$ cat src/rtl/timer_pkg.sv
// Shared types and constants for the countdown timer blocks:
// scheduler states, board clock rate, slot width and clamp helpers.
package timer_pkg;

    typedef enum logic [2:0] {
        ST_IDLE   = 3'd0,
        ST_LOAD   = 3'd1,
        ST_RUN    = 3'd2,
        ST_PAUSED = 3'd3,
        ST_BEEP   = 3'd4,
        ST_DONE   = 3'd5
    } state_t;

    localparam int TICKS_PER_SEC = 12000000;

    localparam int SLOT_W = 4;
    localparam logic [SLOT_W-1:0] MIN_MINS = 4'd1;
    localparam logic [SLOT_W-1:0] MAX_MINS = 4'd9;

    localparam logic [2:0] MIN_COUNT = 3'd1;
    localparam logic [2:0] MAX_COUNT = 3'd4;

    // A zero-minute interval would finish immediately, so it is bumped to one.
    function automatic logic [SLOT_W-1:0] clamp_mins(input logic [SLOT_W-1:0] value);
        if (value < MIN_MINS)
            return MIN_MINS;
        else if (value > MAX_MINS)
            return MAX_MINS;
        else
            return value;
    endfunction

    // The table always holds at least one and at most four active slots.
    function automatic logic [2:0] clamp_count(input logic [2:0] value);
        if (value < MIN_COUNT)
            return MIN_COUNT;
        else if (value > MAX_COUNT)
            return MAX_COUNT;
        else
            return value;
    endfunction

endpackage

$ cat src/rtl/beep_counter.sv
// Load/clear down-counter with a zero flag; times the beep between intervals.
module beep_counter #(
    parameter int WIDTH = 25
) (
    input  logic             CLK,
    input  logic             reset,
    input  logic             clear,
    input  logic             load,
    input  logic [WIDTH-1:0] load_value,
    input  logic             dec,
    output logic             zero
);

    logic [WIDTH-1:0] count;

    // Clear beats load beats decrement; the count parks at zero rather than wrapping.
    always_ff @(posedge CLK) begin
        if (reset || clear)
            count <= '0;
        else if (load)
            count <= load_value;
        else if (dec && (count != '0))
            count <= count - 1'b1;
    end

    assign zero = (count == '0);

endmodule

$ cat src/rtl/interval_scheduler.sv
// Sequences the countdown datapath through a programmed list of up to four
// intervals, beeping between them and alarming continuously after the last.
module interval_scheduler
    import timer_pkg::*;
#(
    parameter int NUM_SLOTS     = 4,
    parameter int TICKS_PER_SEC = timer_pkg::TICKS_PER_SEC,
    parameter int BEEP_SECS     = 2
) (
    input  logic        CLK,
    input  logic        reset,
    input  logic        prog_we,
    input  logic [1:0]  prog_addr,
    input  logic [3:0]  prog_mins,
    input  logic [2:0]  prog_count,
    input  logic        start,
    input  logic        cancel,
    input  logic        timer_done,
    output logic        load,
    output logic [3:0]  load_mins,
    output logic        run,
    output logic        alarm_on,
    output logic [1:0]  slot_idx,
    output logic        busy
);

    localparam int BEEP_CYCLES = BEEP_SECS * TICKS_PER_SEC;
    localparam int BEEP_W      = (BEEP_CYCLES > 1) ? $clog2(BEEP_CYCLES) : 1;
    localparam logic [BEEP_W-1:0] BEEP_LAST = BEEP_W'(BEEP_CYCLES - 1);

    state_t            state;
    logic [SLOT_W-1:0] slot_table [NUM_SLOTS];
    logic [2:0]        slot_count;
    logic [1:0]        next_idx;
    logic              last_slot;

    logic              beep_clear;
    logic              beep_load;
    logic              beep_dec;
    logic              beep_zero;

    assign next_idx  = slot_idx + 2'd1;
    assign last_slot = ({1'b0, slot_idx} == (slot_count - 3'd1));

    // Beep counter is armed on a mid-sequence timer_done and counts the BEEP
    // state down to zero; a cancel wipes it so a later beep starts clean.
    always_comb begin
        beep_clear = 1'b0;
        beep_load  = 1'b0;
        beep_dec   = 1'b0;
        if (cancel && (state != ST_IDLE)) begin
            beep_clear = 1'b1;
        end else if ((state == ST_RUN) && timer_done && !last_slot) begin
            beep_load = 1'b1;
        end else if ((state == ST_BEEP) && !beep_zero) begin
            beep_dec = 1'b1;
        end
    end

    beep_counter #(
        .WIDTH (BEEP_W)
    ) u_beep_counter (
        .CLK        (CLK),
        .reset      (reset),
        .clear      (beep_clear),
        .load       (beep_load),
        .load_value (BEEP_LAST),
        .dec        (beep_dec),
        .zero       (beep_zero)
    );

    // Main sequencer: state, interval table and all registered outputs.
    always_ff @(posedge CLK) begin
        if (reset) begin
            state      <= ST_IDLE;
            load       <= 1'b0;
            load_mins  <= '0;
            run        <= 1'b0;
            alarm_on   <= 1'b0;
            slot_idx   <= 2'd0;
            busy       <= 1'b0;
            slot_count <= MIN_COUNT;
            for (int i = 0; i < NUM_SLOTS; i++)
                slot_table[i] <= MIN_MINS;
        end else begin
            load      <= 1'b0;
            load_mins <= '0;
            case (state)
                ST_IDLE: begin
                    if (prog_we) begin
                        slot_table[prog_addr] <= clamp_mins(prog_mins);
                        slot_count            <= clamp_count(prog_count);
                    end
                    if (start) begin
                        state     <= ST_LOAD;
                        slot_idx  <= 2'd0;
                        load      <= 1'b1;
                        load_mins <= slot_table[0];
                        busy      <= 1'b1;
                    end
                end
                ST_LOAD: begin
                    if (cancel) begin
                        state    <= ST_IDLE;
                        slot_idx <= 2'd0;
                        run      <= 1'b0;
                        alarm_on <= 1'b0;
                        busy     <= 1'b0;
                    end else begin
                        state <= ST_RUN;
                        run   <= 1'b1;
                    end
                end
                ST_RUN: begin
                    if (cancel) begin
                        state    <= ST_IDLE;
                        slot_idx <= 2'd0;
                        run      <= 1'b0;
                        alarm_on <= 1'b0;
                        busy     <= 1'b0;
                    end else if (timer_done) begin
                        state    <= last_slot ? ST_DONE : ST_BEEP;
                        run      <= 1'b0;
                        alarm_on <= 1'b1;
                    end else if (start) begin
                        state <= ST_PAUSED;
                        run   <= 1'b0;
                    end
                end
                ST_PAUSED: begin
                    if (cancel) begin
                        state    <= ST_IDLE;
                        slot_idx <= 2'd0;
                        run      <= 1'b0;
                        alarm_on <= 1'b0;
                        busy     <= 1'b0;
                    end else if (start) begin
                        state <= ST_RUN;
                        run   <= 1'b1;
                    end
                end
                ST_BEEP: begin
                    if (cancel) begin
                        state    <= ST_IDLE;
                        slot_idx <= 2'd0;
                        run      <= 1'b0;
                        alarm_on <= 1'b0;
                        busy     <= 1'b0;
                    end else if (beep_zero) begin
                        state     <= ST_LOAD;
                        alarm_on  <= 1'b0;
                        slot_idx  <= next_idx;
                        load      <= 1'b1;
                        load_mins <= slot_table[next_idx];
                    end
                end
                ST_DONE: begin
                    if (cancel || start) begin
                        state    <= ST_IDLE;
                        slot_idx <= 2'd0;
                        run      <= 1'b0;
                        alarm_on <= 1'b0;
                        busy     <= 1'b0;
                    end
                end
                default: begin
                    state    <= ST_IDLE;
                    slot_idx <= 2'd0;
                    run      <= 1'b0;
                    alarm_on <= 1'b0;
                    busy     <= 1'b0;
                end
            endcase
        end
    end

endmodule
$ cat config.mk
export PLATFORM = sky130hd
export DESIGN_NAME = interval_scheduler
export DESIGN_NICKNAME = d
export VERILOG_FILES = /design/src/rtl/timer_pkg.sv /design/src/rtl/beep_counter.sv /design/src/rtl/interval_scheduler.sv
export SDC_FILE = /design/constraint.sdc
export NUM_CORES = 1
export LEC_CHECK = 0
export BUFFER_PORTS_ARGS = -buffer_cell sky130_fd_sc_hd__buf_2
export CORE_MARGIN = 2
export CORE_UTILIZATION = 42
export CTS_BUF_LIST = sky130_fd_sc_hd__clkbuf_8
export DETAILED_ROUTE_END_ITERATION = 16
export GPL_ROUTABILITY_DRIVEN = 0
export MAX_ROUTING_LAYER = met4
export PLACE_DENSITY = 0.58
export SKIP_CTS_REPAIR_TIMING = 1
export SKIP_LAST_GASP = 1
export SLEW_MARGIN = 20
export SYNTH_ARGS = -nofsm -noshare
export SYNTH_HDL_FRONTEND = slang
export SYNTH_HIERARCHICAL = 1
export SYNTH_SLANG_ARGS = --single-unit
$ cat constraint.sdc
create_clock -name CLK -period 3.2 [get_ports CLK]
set_input_delay 0.32 -clock CLK [delete_from_list [all_inputs] [get_ports CLK]]
set_output_delay 0.32 -clock CLK [all_outputs]
set_load 0.05 [all_outputs]
# Word level (Yosys, flattened, before mapping)

Memory sizes are Yosys's and may differ from the RTL's.
Index checks and enable logic that the tools add are counted.

Register bits after elaboration: 41
Latch bits: 0
Memory bits (writable): 16
Bits in read-only memories: 0
Output and inout port bits: 10
Word-level logic and storage cells: 125
Memories kept: 1

Add/sub/neg operators: 3
Multipliers: 0
Div/mod/pow operators: 0
Order comparisons: 4
Equal/unequal tests: 16
Shifts and indexed selects: 0
Muxes and demuxes: 65
Bitwise logic cells: 1
Reductions and logical operators: 25

Memories:

| memory     | depth | bits a word | rd ports | clocked after memory_dff | wr ports | RTL line                 | text |
|---|---|---|---|---|---|---|---|
| slot_table | 4     | 4           | 2        | 0                        | 4        | interval_scheduler.sv:32 | `logic [SLOT_W-1:0] slot_table [NUM_SLOTS];` |

Operators with widths:

| cell                                                                    | number |
|---|---|
| 25-bit two-way mux                                                      | 2 |
| 4-bit two-way mux                                                       | 9 |
| 3-bit two-way mux                                                       | 11 |
| 1-bit two-way mux                                                       | 29 |
| 25-bit zero test                                                        | 1 |
| 25-bit nonzero test                                                     | 1 |
| 25-bit by 1-bit subtractor with 25-bit output, second input constant    | 1 |
| 3-bit case mux with 6 select lines                                      | 1 |
| 5-bit AND reduction                                                     | 3 |
| 2-bit two-way mux                                                       | 7 |
| 3-bit inequality test, second input constant                            | 3 |
| 2-bit case mux with 4 select lines                                      | 1 |
| 4-bit case mux with 2 select lines                                      | 1 |
| 4-bit OR reduction                                                      | 2 |
| 3-bit by 2-bit == test with 1-bit output, second input constant         | 2 |
| 3-bit == test, second input constant                                    | 2 |
| 2-bit by 1-bit inequality test with 1-bit output, second input constant | 3 |
| 2-bit inequality test, second input constant                            | 3 |
| 1-bit case mux with 6 select lines                                      | 1 |
| 1-bit logical AND                                                       | 5 |
| 1-bit case mux with 5 select lines                                      | 1 |
| 4-bit greater-than comparator, second input constant                    | 1 |
| 4-bit by 1-bit < comparator with 1-bit output, second input constant    | 1 |
| 4-bit inequality test, second input constant                            | 1 |
| other kinds (19)                                                        | 22 |

# Longest topological paths before layout

Depth in word-level cells: 9
Mapped depth: 12
Gate-level depth less buffers: 11

# Hierarchy

Netlist, hierarchy kept.

Modules (own cells, without submodules):

| module             | instances | cells each | area an instance (µm²) |
|---|---|---|---|
| interval_scheduler | 1         | 169        | 1659.1 |
| beep_counter       | 1         | 186        | 1539.0 |

# Worst setup path after synthesis

Ideal clock, no wire load.

Path type: register to register
Start point: register state[0]
End point: register u_beep_counter.count[18]
Setup time: 0.116 ns
Data arrival time: 2.739 ns
Path slack: 0.345 ns
Stages on the path, launching flop included: 9
Buffers on the path: 1
Period minus slack after synthesis: 2.855 ns
Cells stage by stage: dfxtp_1 > buf_6 > or4b_2 > nor2_1 > nor4b_2 > and2_1 > o21ai_2 > or4_1 > a41o_1

Longest elaborated chain between the ends: 7
Elaborated cells between the ends (all ways): 17
Classes of those cells: eq/ne: 2; mux: 7; reduce/logical: 8

RTL lines:

| element                                                                   | RTL line                                           | text |
|---|---|---|
| start: declaration                                                        | interval_scheduler.sv:31                           | `state_t state;` |
| start signal: assignment                                                  | interval_scheduler.sv:122                          | `state <= last_slot ? ST_DONE : ST_BEEP;` |
| 3-bit == test or 3-bit by 2-bit == test with 1-bit output (tied branches) | interval_scheduler.sv:55, interval_scheduler.sv:53 |  |
| 1-bit logical AND (on tied branches)                                      | interval_scheduler.sv:55, interval_scheduler.sv:53 |  |
| 1-bit two-way mux or 1-bit logical AND (tied branches)                    | interval_scheduler.sv:55, interval_scheduler.sv:53 |  |
| 1-bit two-way mux                                                         | interval_scheduler.sv:53                           | `end else if ((state == ST_RUN) && timer_done && !last_slot) begin` |
| 1-bit two-way mux *                                                       | interval_scheduler.sv:51                           | `if (cancel && (state != ST_IDLE)) begin` |
| via beep_dec                                                              | interval_scheduler.sv:39                           | `logic beep_dec;` |
| 1-bit logical AND *                                                       | beep_counter.sv:22                                 | `else if (dec && (count != '0))` |
| 2-bit nonzero test (no source line) *                                     | n/a                                                |  |
| end signal: assignment                                                    | beep_counter.sv:21                                 | `count <= load_value;` |
| end signal: assignment                                                    | beep_counter.sv:23                                 | `count <= count - 1'b1;` |
| end: declaration                                                          | beep_counter.sv:14                                 | `logic [WIDTH-1:0] count;` |

Mark *: on every way through the listed nets, which the timed path passes. The rest lies on a longest branch.
A chain may end at the register's enable or synchronous reset.

# Worst setup path after layout

Ends and elaborated chain as after synthesis.

==> out/results.txt <==
worst slew pin tran = 1020 ps
Ports = 25
proportion of synthesized area in mux cells = 2.82%
Multi-input gate area = 0.00185 mm²
number of buffers created by CTS = 9
cell with the most instances after synthesis = dfxtp_1
layout cells sized above 1 = 19.3%
most frequent cells after synthesis = dfxtp_1 (41), nor2_1 (37), o21ai_0 (31)
Startpoint Class = register
WL per Instance = 14.3 µm
Worst Path Required = 3430 ps
final period utilization = 83.5%
CP max stage cell = or4b_2
Max Cap Viol = 0
Setup crit end kind = register
post-route ant nets = 0
Overflow after GRT = 0
Reg2Reg Depth = 7
final core occ = 50.9%
dominant synthesized flop cell = dfxtp_1
Hold Path Cell Cnt = 3
Post-synth EDFFs = 16
placed cells = 493
DR vias = 2793
worst-path maximum fanout = 15
XOR/XNOR Fraction of Synth Area = 2.74%
Initial Util = 43.6%
number of buffers added on ports = 24
synthesized area = 0.00320 mm²
vias in the first global route = 2547
post-layout power = 1.73 mW
Synth Area in Adders = 1.17%
Mapped Cells = 355
H-tree depth = 3
Fin Hold WS = 274 ps
largest family of logic cells by synthesized area = simple AND/OR/NAND/NOR gates
Min Clock Period, post-route = 2670 ps
Clock Tree Root = clkbuf_8
RSZ-0062 raised after global routing = no
Worst path top cell family by delay = simple AND/OR/NAND/NOR gates
CP arrival = 2900 ps
register area = 0.00130 mm²
status = complete, no violations
synth top area cells = dfxtp_1 (26%), edfxtp_1 (15%), o21ai_0 (4.9%)
Critical path buffers and inverters = 0
Core Region = 0.00733 mm²
Worst Setup EP = u_beep_counter/count[18]$_SDFFE_PP0P_
cell depth of the worst setup path = 7
DIE HEIGHT = 91.3 µm
number of remaining DRC errors = 0
fin cells = 509
largest net degree at the start of global routing = 45
critical path startpoint = state[0]$_SDFFE_PP0P_
complex-gate fraction of the synthesized area = 20.1%
area fraction of the dominant cell type after synthesis = 25.7%
async set-reset flop share out of synthesis = 0%
Longest Clk Path Bufs = 2
Hold Vio Cnt, Final = 0
CTS sink cnt = 57
fmax = 374 MHz
slowest cell delay on critical path = 710 ps
first-pass GRT wire length = 12300 µm
die area = 0.00833 mm²
Final nets = 423
PwrDens = 463 mW/mm²
worst rel slew slack = 31.8%
CP cell instances = or4b_2 -> nor2_1 -> nor4b_2 -> and2_1 -> o21ai_2 -> or4_1 -> a41o_1
initial antenna violation count = 0
DRT iter0 DRCs = 148
post-route clock skew = 8.81 ps
Setup Crit Path Kind = reg2reg
WL final = 7290 µm
leading area contributor after synthesis = dfxtp_1
Yosys cell types = 65
die width = 91.3 µm
RR Startpoint = state[0]$_SDFFE_PP0P_
final slew viol count = 0
Yosys warnings = 6
syn_area_per_cell = 9.01 µm²
HPWL Detailed = 5040 µm
maximum vdd ir drop = 0.208 mV
fillers = 686
GRT Overall Usage = 18.8%
clock transition at the registers of the reported paths = 70 ps
TritonRoute pass-1 iters = 5
row cnt = 31
area grow syn2layout = 16.8%
Leak = 1.39 nW
worst min-delay path class = in2reg
Synth Register Bits = 57
CTS tree = yes
Worst R2R Setup Slack = 530 ps
n_diodes = 0
final setup vio count = 0
Skew-Pair Late Insertion Delay = 330 ps
Simple-Gate Fraction of Synth Area = 28.1%
sequential element share of the synthesized area = 40.7%
Reg2Reg Capture Point = u_beep_counter/count[18]$_SDFFE_PP0P_
setup TNS = 0 ps
Via-to-Cell Ratio = 5.49
[cells in the final DEF, fill, tap and decap left out, types with 3 or more instances in the layout]
cell | synthesis | routed
or2_2 | 3 | 3
a21oi_1 | 16 | 16
dfxtp_1 | 41 | 41
clkbuf_8 | 0 | 9
o31ai_1 | 11 | 11
nor3_1 | 8 | 8
conb_1 | 2 | 25
nor3b_1 | 5 | 5
nand3_1 | 6 | 6
a22oi_1 | 4 | 4
or4_1 | 10 | 10
inv_1 | 7 | 8
nor2_1 | 37 | 37
nor2b_1 | 3 | 3
nand3b_1 | 5 | 5
edfxtp_1 | 16 | 16
mux4_2 | 4 | 4
nand2b_1 | 6 | 6
o311ai_0 | 3 | 3
xnor2_1 | 4 | 4
and2_1 | 7 | 7
a211oi_1 | 4 | 4
o211ai_1 | 6 | 6
or3_1 | 7 | 7
xor2_1 | 6 | 6
clkinv_1 | 1 | 3
o21ai_0 | 31 | 31
buf_4 | 1 | 13
nand2_1 | 19 | 19
ha_1 | 3 | 3
buf_2 | 2 | 24
a31oi_1 | 17 | 17
[worst reg2reg max path, cell delays in order, from the launching register on]
cell     delay (ps)
dfxtp_1         320
or4b_2          710
nor2_1          140
nor4b_2         280
and2_1          200
o21ai_2         170
or4_1           510
a41o_1          240
[where the power goes]
group	switching [mW]	internal [mW]	total, mW
combinational	0.149	0.0760	0.226
clock	0.300	0.430	0.730
sequential	0.0110	0.763	0.774
total	0.461	1.27	1.73
[worst min path at each step]
stage,from,to,slack [ps]
floorplan,slot_count[2]$_SDFFE_PP0P_,slot_count[2]$_SDFFE_PP0P_,450
global placement,slot_count[2]$_SDFFE_PP0P_,slot_count[2]$_SDFFE_PP0P_,460
detailed placement,slot_count[2]$_SDFFE_PP0P_,slot_count[2]$_SDFFE_PP0P_,460
CTS,prog_count[2],slot_count[2]$_SDFFE_PP0P_,260
global route,prog_count[2],slot_count[2]$_SDFFE_PP0P_,270
finish,prog_count[2],slot_count[2]$_SDFFE_PP0P_,270
[metal layers]
layer,track usage [%],up-vias,part of all wire [%]
li1,-,1422,-
met1,25.4,1313,52
met3,3.49,9,3.2
met4,7.20,0,1.1
met5,-,-,0
met2,27.9,49,43
[final cells by class]
type                       instances  share of cell area, %
sequential                        57                   34.8
tap                               99                   3.32
timing repair buffer              37                   5.83
clock buffer                       9                   3.32
inverter                           8                  0.804
multi-input combinational        292                   49.6
clock inverter                     7                   2.31
[flip-flops by register name (all words and copies together), names as in the netlist]
signal and count:
run 1, load_mins 4, load 1, slot_count 3, slot_idx 2, state 3, u_beep_counter/count 25, busy 1
slot_table 16, alarm_on 1
[cell families (layout without fill, tap and decap cells)]
family / Yosys count / after routing
simple gates: 148 / 148
compound gates: 102 / 102
flops: 57 / 57
buf+inv: 29 / 61
xor+xnor: 10 / 10
mux: 4 / 4
fa+ha+maj: 3 / 3
other cells: 2 / 25
[stage by stage]
| stage | setup slack, ps | cell area [µm²] |
|---|---|---|
| floorplan | 345 | 3280 |
| global placement | 457 | 3520 |
| detailed placement | 405 | 3520 |
| CTS | 535 | 3730 |
| global route | 317 | 3730 |
| finish | 527 | 3730 |
Note: power is estimated with default switching activity, not from simulation.
